[src/rtl/predictor_defs.vh]
// rtl/predictor_defs.vh - shared macros for predictor tables (PHT, BTB)
`ifndef PREDICTOR_DEFS_VH
`define PREDICTOR_DEFS_VH

// Reset value of a w-bit saturating counter: weakly not-taken (01 for w=2).
`define PRED_CNT_RESET(w) ((1 << ((w) - 1)) - 1)

// Table indices skip the two byte-offset bits of a word-aligned PC.
`define PRED_IDX_LO 2
`define PRED_IDX_HI(b) ((b) + 1)
`define PRED_DEPTH(b) (1 << (b))

// History register width; a zero-length history still gets one port bit.
`define PRED_GHR_W(g) (((g) > 0) ? (g) : 1)

`endif

[src/rtl/branch_predictor_pht_pkg.sv]
// rtl/branch_predictor_pht_pkg.sv - shared constants and helpers for the PHT
package branch_predictor_pht_pkg;

   // Mirrors PRED_GHR_W for use in elaboration-time localparams.
   function automatic int ghr_width(input int ghr_bits);
      return (ghr_bits > 0) ? ghr_bits : 1;
   endfunction

   localparam int PC_IDX_LO = 2;

endpackage

[src/rtl/branch_predictor_pht_sat_counter_next.sv]
// rtl/branch_predictor_pht_sat_counter_next.sv - saturating counter next-state
//
// Purpose: combinational next value of a CNT_WIDTH-bit up/down counter that
//          saturates at 0 and 2^CNT_WIDTH-1 instead of wrapping.
// Ports:   cur   - current counter value
//          taken - 1 = count up, 0 = count down
//          next  - saturated next value
module sat_counter_next #(
   parameter int CNT_WIDTH = 2
) (
   input  logic [CNT_WIDTH-1:0] cur,
   input  logic                 taken,
   output logic [CNT_WIDTH-1:0] next
);

   localparam logic [CNT_WIDTH-1:0] CNT_MAX = {CNT_WIDTH{1'b1}};

   always_comb begin
      next = cur;
      if (taken) begin
         if (cur != CNT_MAX) next = cur + 1'b1;
      end else begin
         if (cur != '0) next = cur - 1'b1;
      end
   end

endmodule

[src/rtl/branch_predictor_pht.sv]
// rtl/branch_predictor_pht.sv - pattern history table branch predictor
//
// Purpose: bimodal (GHR_BITS=0) or gshare table of saturating counters with a
//          one-cycle registered lookup and non-speculative global history.
// Ports:   clk, rst                    - clock, synchronous active-high reset
//          pred_valid, pred_pc         - lookup request
//          pred_out_valid, pred_taken  - registered lookup result
//          upd_valid, upd_pc, upd_taken- resolved-branch training
//          ghr_out                     - current global history (0 if bimodal)
`include "predictor_defs.vh"

module branch_predictor_pht
   import branch_predictor_pht_pkg::*;
#(
   parameter int CNT_WIDTH  = 2,
   parameter int INDEX_BITS = 4,
   parameter int GHR_BITS   = 0,
   parameter int PC_WIDTH   = 32
) (
   input  logic                              clk,
   input  logic                              rst,
   input  logic                              pred_valid,
   input  logic [PC_WIDTH-1:0]               pred_pc,
   output logic                              pred_out_valid,
   output logic                              pred_taken,
   input  logic                              upd_valid,
   input  logic [PC_WIDTH-1:0]               upd_pc,
   input  logic                              upd_taken,
   output logic [`PRED_GHR_W(GHR_BITS)-1:0]  ghr_out
);

   localparam int DEPTH = `PRED_DEPTH(INDEX_BITS);
   localparam int GW    = ghr_width(GHR_BITS);
   localparam logic [CNT_WIDTH-1:0] CNT_RST = CNT_WIDTH'(`PRED_CNT_RESET(CNT_WIDTH));

   // Flop array rather than RAM so every entry can be cleared in one cycle.
   logic [CNT_WIDTH-1:0]  table_q [DEPTH];
   logic [CNT_WIDTH-1:0]  table_d [DEPTH];
   logic [GW-1:0]         ghr_q, ghr_d;
   logic                  pred_out_valid_q, pred_out_valid_d;
   logic                  pred_taken_q, pred_taken_d;

   logic [INDEX_BITS-1:0] ghr_ext;
   logic [INDEX_BITS-1:0] pred_idx;
   logic [INDEX_BITS-1:0] upd_idx;
   logic [CNT_WIDTH-1:0]  upd_next;

   // Only pc[INDEX_BITS+1:2] selects an entry; the rest is aliased away.
   logic unused_pc_bits;
   assign unused_pc_bits = ^{pred_pc, upd_pc};

   // Both indices hash with the pre-shift history. When bimodal, ghr_q is
   // pinned to zero so the XOR vanishes.
   always_comb begin
      ghr_ext         = '0;
      ghr_ext[GW-1:0] = ghr_q;
      pred_idx = pred_pc[`PRED_IDX_HI(INDEX_BITS):PC_IDX_LO] ^ ghr_ext;
      upd_idx  = upd_pc[`PRED_IDX_HI(INDEX_BITS):PC_IDX_LO] ^ ghr_ext;
   end

   sat_counter_next #(
      .CNT_WIDTH (CNT_WIDTH)
   ) u_sat_counter_next (
      .cur   (table_q[upd_idx]),
      .taken (upd_taken),
      .next  (upd_next)
   );

   // At most the one update entry changes each cycle.
   always_comb begin
      table_d = table_q;
      if (upd_valid) table_d[upd_idx] = upd_next;
   end

   always_comb begin
      ghr_d = ghr_q;
      if ((GHR_BITS > 0) && upd_valid) ghr_d = (ghr_q << 1) | GW'(upd_taken);
   end

   // Reading the post-update table forwards a same-cycle update to the lookup.
   always_comb begin
      pred_out_valid_d = pred_valid;
      pred_taken_d     = pred_taken_q;
      if (pred_valid) pred_taken_d = table_d[pred_idx][CNT_WIDTH-1];
   end

   always_ff @(posedge clk) begin
      if (rst) begin
         for (int i = 0; i < DEPTH; i++) table_q[i] <= CNT_RST;
         ghr_q            <= '0;
         pred_out_valid_q <= 1'b0;
         pred_taken_q     <= 1'b0;
      end else begin
         table_q          <= table_d;
         ghr_q            <= ghr_d;
         pred_out_valid_q <= pred_out_valid_d;
         pred_taken_q     <= pred_taken_d;
      end
   end

   assign pred_out_valid = pred_out_valid_q;
   assign pred_taken     = pred_taken_q;
   assign ghr_out        = ghr_q;

endmodule

[config.mk]
export PLATFORM = sky130hd
export DESIGN_NAME = branch_predictor_pht
export DESIGN_NICKNAME = d
export VERILOG_FILES = /design/src/rtl/branch_predictor_pht_pkg.sv /design/src/rtl/branch_predictor_pht_sat_counter_next.sv /design/src/rtl/branch_predictor_pht.sv
export VERILOG_INCLUDE_DIRS = /design/src /design/src/rtl
export SDC_FILE = /design/constraint.sdc
export NUM_CORES = 1
export LEC_CHECK = 0
export ABC_AREA = 1
export ABC_CLOCK_PERIOD_IN_PS = 2400
export BUFFER_PORTS_ARGS = -buffer_cell sky130_fd_sc_hd__buf_2
export CORE_AREA = 2 2 65 67
export CTS_CLUSTER_DIAMETER = 60
export CTS_CLUSTER_SIZE = 24
export DETAILED_ROUTE_END_ITERATION = 8
export DIE_AREA = 0 0 67 69
export GPL_TIMING_DRIVEN = 0
export PLACE_DENSITY = 0.81
export SYNTH_ARGS = -nofsm -noshare
export SYNTH_HDL_FRONTEND = slang
export SYNTH_SLANG_ARGS = --single-unit
[constraint.sdc]
create_clock -name clk -period 2.4 [get_ports clk]
set_input_delay 0 -clock clk [delete_from_list [all_inputs] [get_ports clk]]
set_output_delay 0 -clock clk [all_outputs]
set_load 0.05 [all_outputs]
==> flow_metrics.env <==
export IMPL_status="finished clean"
export IMPL_crit_fanout=10
export IMPL_die_area_sq_um=4623
export IMPL_finalHoldViolCount=0
export IMPL_drv_cap=0
export IMPL_drcViolationCount=0
export IMPL_rsz0062_at_grt="no"
export IMPL_p_int_w=0.0009397
export IMPL_crit_required_ns=2.58
export IMPL_synth_area_leaders="dfxtp_1 34%, nand2_1 22%, nand3_1 9.4%, a21oi_1 8.1%, inv_1 5.9%"
export IMPL_diodes=0
export IMPL_start_kind="register"
export IMPL_clock_sinks=34
export IMPL_fin_ws_ns=0.5854
export IMPL_place_ws_ns=0.5242
export IMPL_start_util_pct=50.48
export IMPL_die_h_um=69
export IMPL_synth_nets=383
export IMPL_finalCritPeriodShare_pct=75.61
export IMPL_syn_avg_cell_area_sq_um=6.292
export IMPL_power_frac_clock_pct=40.2
export IMPL_post_cts_resized=0
export IMPL_dr_pass1_iters=4
export IMPL_cts_buffer_depth=2
export IMPL_ys_top_cells_by_count="117 x nand2_1, 37 x nand3_1, 34 x dfxtp_1"
export IMPL_post_cts_buffers=0
export IMPL_synth_area_sq_um=1976
export IMPL_arrival_ns=2.00
export IMPL_finalNetCount=403
export IMPL_synth_top_cell_area_share_pct=34.45
export IMPL_switching_power_w=0.0003464
export IMPL_p_leak_nw=0.9308
export IMPL_seq_area_frac_synth_pct=34.45
export IMPL_ant_nets=0
export IMPL_swShare_pct=26.93
export IMPL_placed_area_sq_um=2098
export IMPL_crit_type="reg -> reg"
export IMPL_synth_area_leader_cell="dfxtp_1"
export IMPL_p_comb_share_pct=14.7
export IMPL_synth_ff_type="dfxtp_1"
export IMPL_antenna_found_initial=0
export IMPL_clock_fmax_mhz=551.1
export IMPL_hold_path_class="in -> reg"
export IMPL_drv_slew=0
export IMPL_pin_count=72
export IMPL_path_clk_slew_ns=0.07
export IMPL_power_frac_seq_pct=45.1
export IMPL_wl_per_cell_um=12.42
export IMPL_ys_async_sr_fraction_pct=0
export IMPL_cts_root_buf="clkbuf_8"
export IMPL_htreeDepth=2
export IMPL_setup_viol=0
export IMPL_synth_most_common_cell="nand2_1"
export IMPL_yosysUniqueCellTypes=20
export IMPL_synth_warnings=0
export IMPL_syn_to_final_growth_pct=12.22
export IMPL_grt_pass1_wl_um=8073
export IMPL_grtUsageTotal_pct=22.83
export IMPL_drive_above_1_share_pct=14.93
export IMPL_num_rows=23
export IMPL_routed_wl_um=4783
export IMPL_tns_ns=0
export IMPL_finalPower_w=0.001286
export IMPL_viasPerCell=5.026
export IMPL_numCtsBuffers=5
export IMPL_powerDensity_nw_per_um2=580.1
export IMPL_dieWidth_um=67
export IMPL_cts_tree="yes"
export IMPL_ys_seq_elements=34
export IMPL_dpl_hpwl_um=3849
export IMPL_core_area_sq_um=3914
export IMPL_synth_edff_count=0
export IMPL_design_area_sq_um=2217
export IMPL_overflow=0
export IMPL_drt_iter0_markers=112
export IMPL_grt_pass1_vias=1793
export IMPL_clock_skew_final_ns=0.004742
export IMPL_synth_cells=314
export IMPL_fin_hold_ws_ns=0.04090
export IMPL_portBuffers=12
export IMPL_place_congestion=0.8598
export IMPL_grt_max_degree=12
export IMPL_worstSetupEndpointType="register"
export IMPL_peakVddDrop_v=0.0004028
export IMPL_vias=1935
export IMPL_fin_crit_ns=1.815
export IMPL_clock_latency_ns=0.29
[layout make-up]
type                            count  area, sq um
Fill cell                         394         1697
Multi-Input combinational cell    235         1099
Sequential cell                    34        680.7
Inverter                           35        131.4
Timing Repair Buffer               13        70.07
Clock buffer                        5        68.82
Buffer                             10        65.06
Tap cell                           50        62.56
Clock inverter                      3        40.04
[path summary, 6_finish.rpt]
check | cells after the start | slack (ns) | from | endpoint
setup / recovery | 14 | 0.59 | table_q[19] | register
hold reg to reg | 2 | 0.47 | register | register
hold / removal | 5 | 0.04 | pred_pc[5] | pred_taken
setup reg to reg | 14 | 0.59 | table_q[19] | register
[layout by cell type (no fill, tap or decap), drive strengths merged]
cell,netlist,routed
a21oi,32,32
clkbuf,4,9
inv,34,34
conb,1,1
dlygate4sd3,0,1
buf,6,18
clkinv,1,3
o21ai,1,1
bufinv,0,1
dfxtp,34,34
nor2,27,27
nand4,4,4
nand2,123,123
nand3,47,47
[repair_timing]
item | in CTS | in global routing
hold endpoints to repair | 1 | 0
hold buffers | 1 | 0
setup endpoints to repair | 0 | 0
[cells by family after synthesis]
logic type / Yosys count / share of synthesized area (%)
DFF: 34 / 34.45
other: 1 / 0.1898
AOI/OAI and AO/OA: 33 / 8.930
and+or+nand+nor: 201 / 46.48
buffers and inverters: 45 / 9.942
[metal layers]
metal | up-vias | part of all wire (%) | track usage, %
met3 | 10 | 6.3 | 4.731
met1 | 838 | 46 | 30.15
met5 | - | 0 | 0
met4 | 0 | 1.6 | 8.844
met2 | 54 | 46 | 35.97
li1 | 1033 | - | -
[worst max-delay path, stage by stage, from the launching register on]
cell and delay [ns]:
dfxtp_1 0.32, nand2_1 0.06, nand2_1 0.05, nand2_1 0.06, nand2_1 0.08, nand2_1 0.08
nand2_2 0.07, nor2_2 0.15, nand2_4 0.11, buf_6 0.17, nand2_1 0.07, nand2_1 0.15
buf_4 0.22, nand2_1 0.06, nand2_1 0.05
[power by group through the flow]
stage                     sequential [W]  combinational, W  clock [W]
final                           0.000580          0.000189   0.000517
after global placement          0.000592          0.000186          0
after CTS                       0.000580          0.000189   0.000526
after detailed placement        0.000592          0.000187          0
after global routing            0.000580          0.000211   0.000544
after floorplan                 0.000599          0.000132          0
[stage by stage]
step           utilization [%]  cells
2_1_floorplan                -    314
3_3_place_gp             53.61    376
3_5_place_dp             53.61    376
4_1_cts                  56.65    385
5_1_grt                  56.65    385
6_report                 56.65    385
Note: power is estimated with default switching activity, not from simulation.
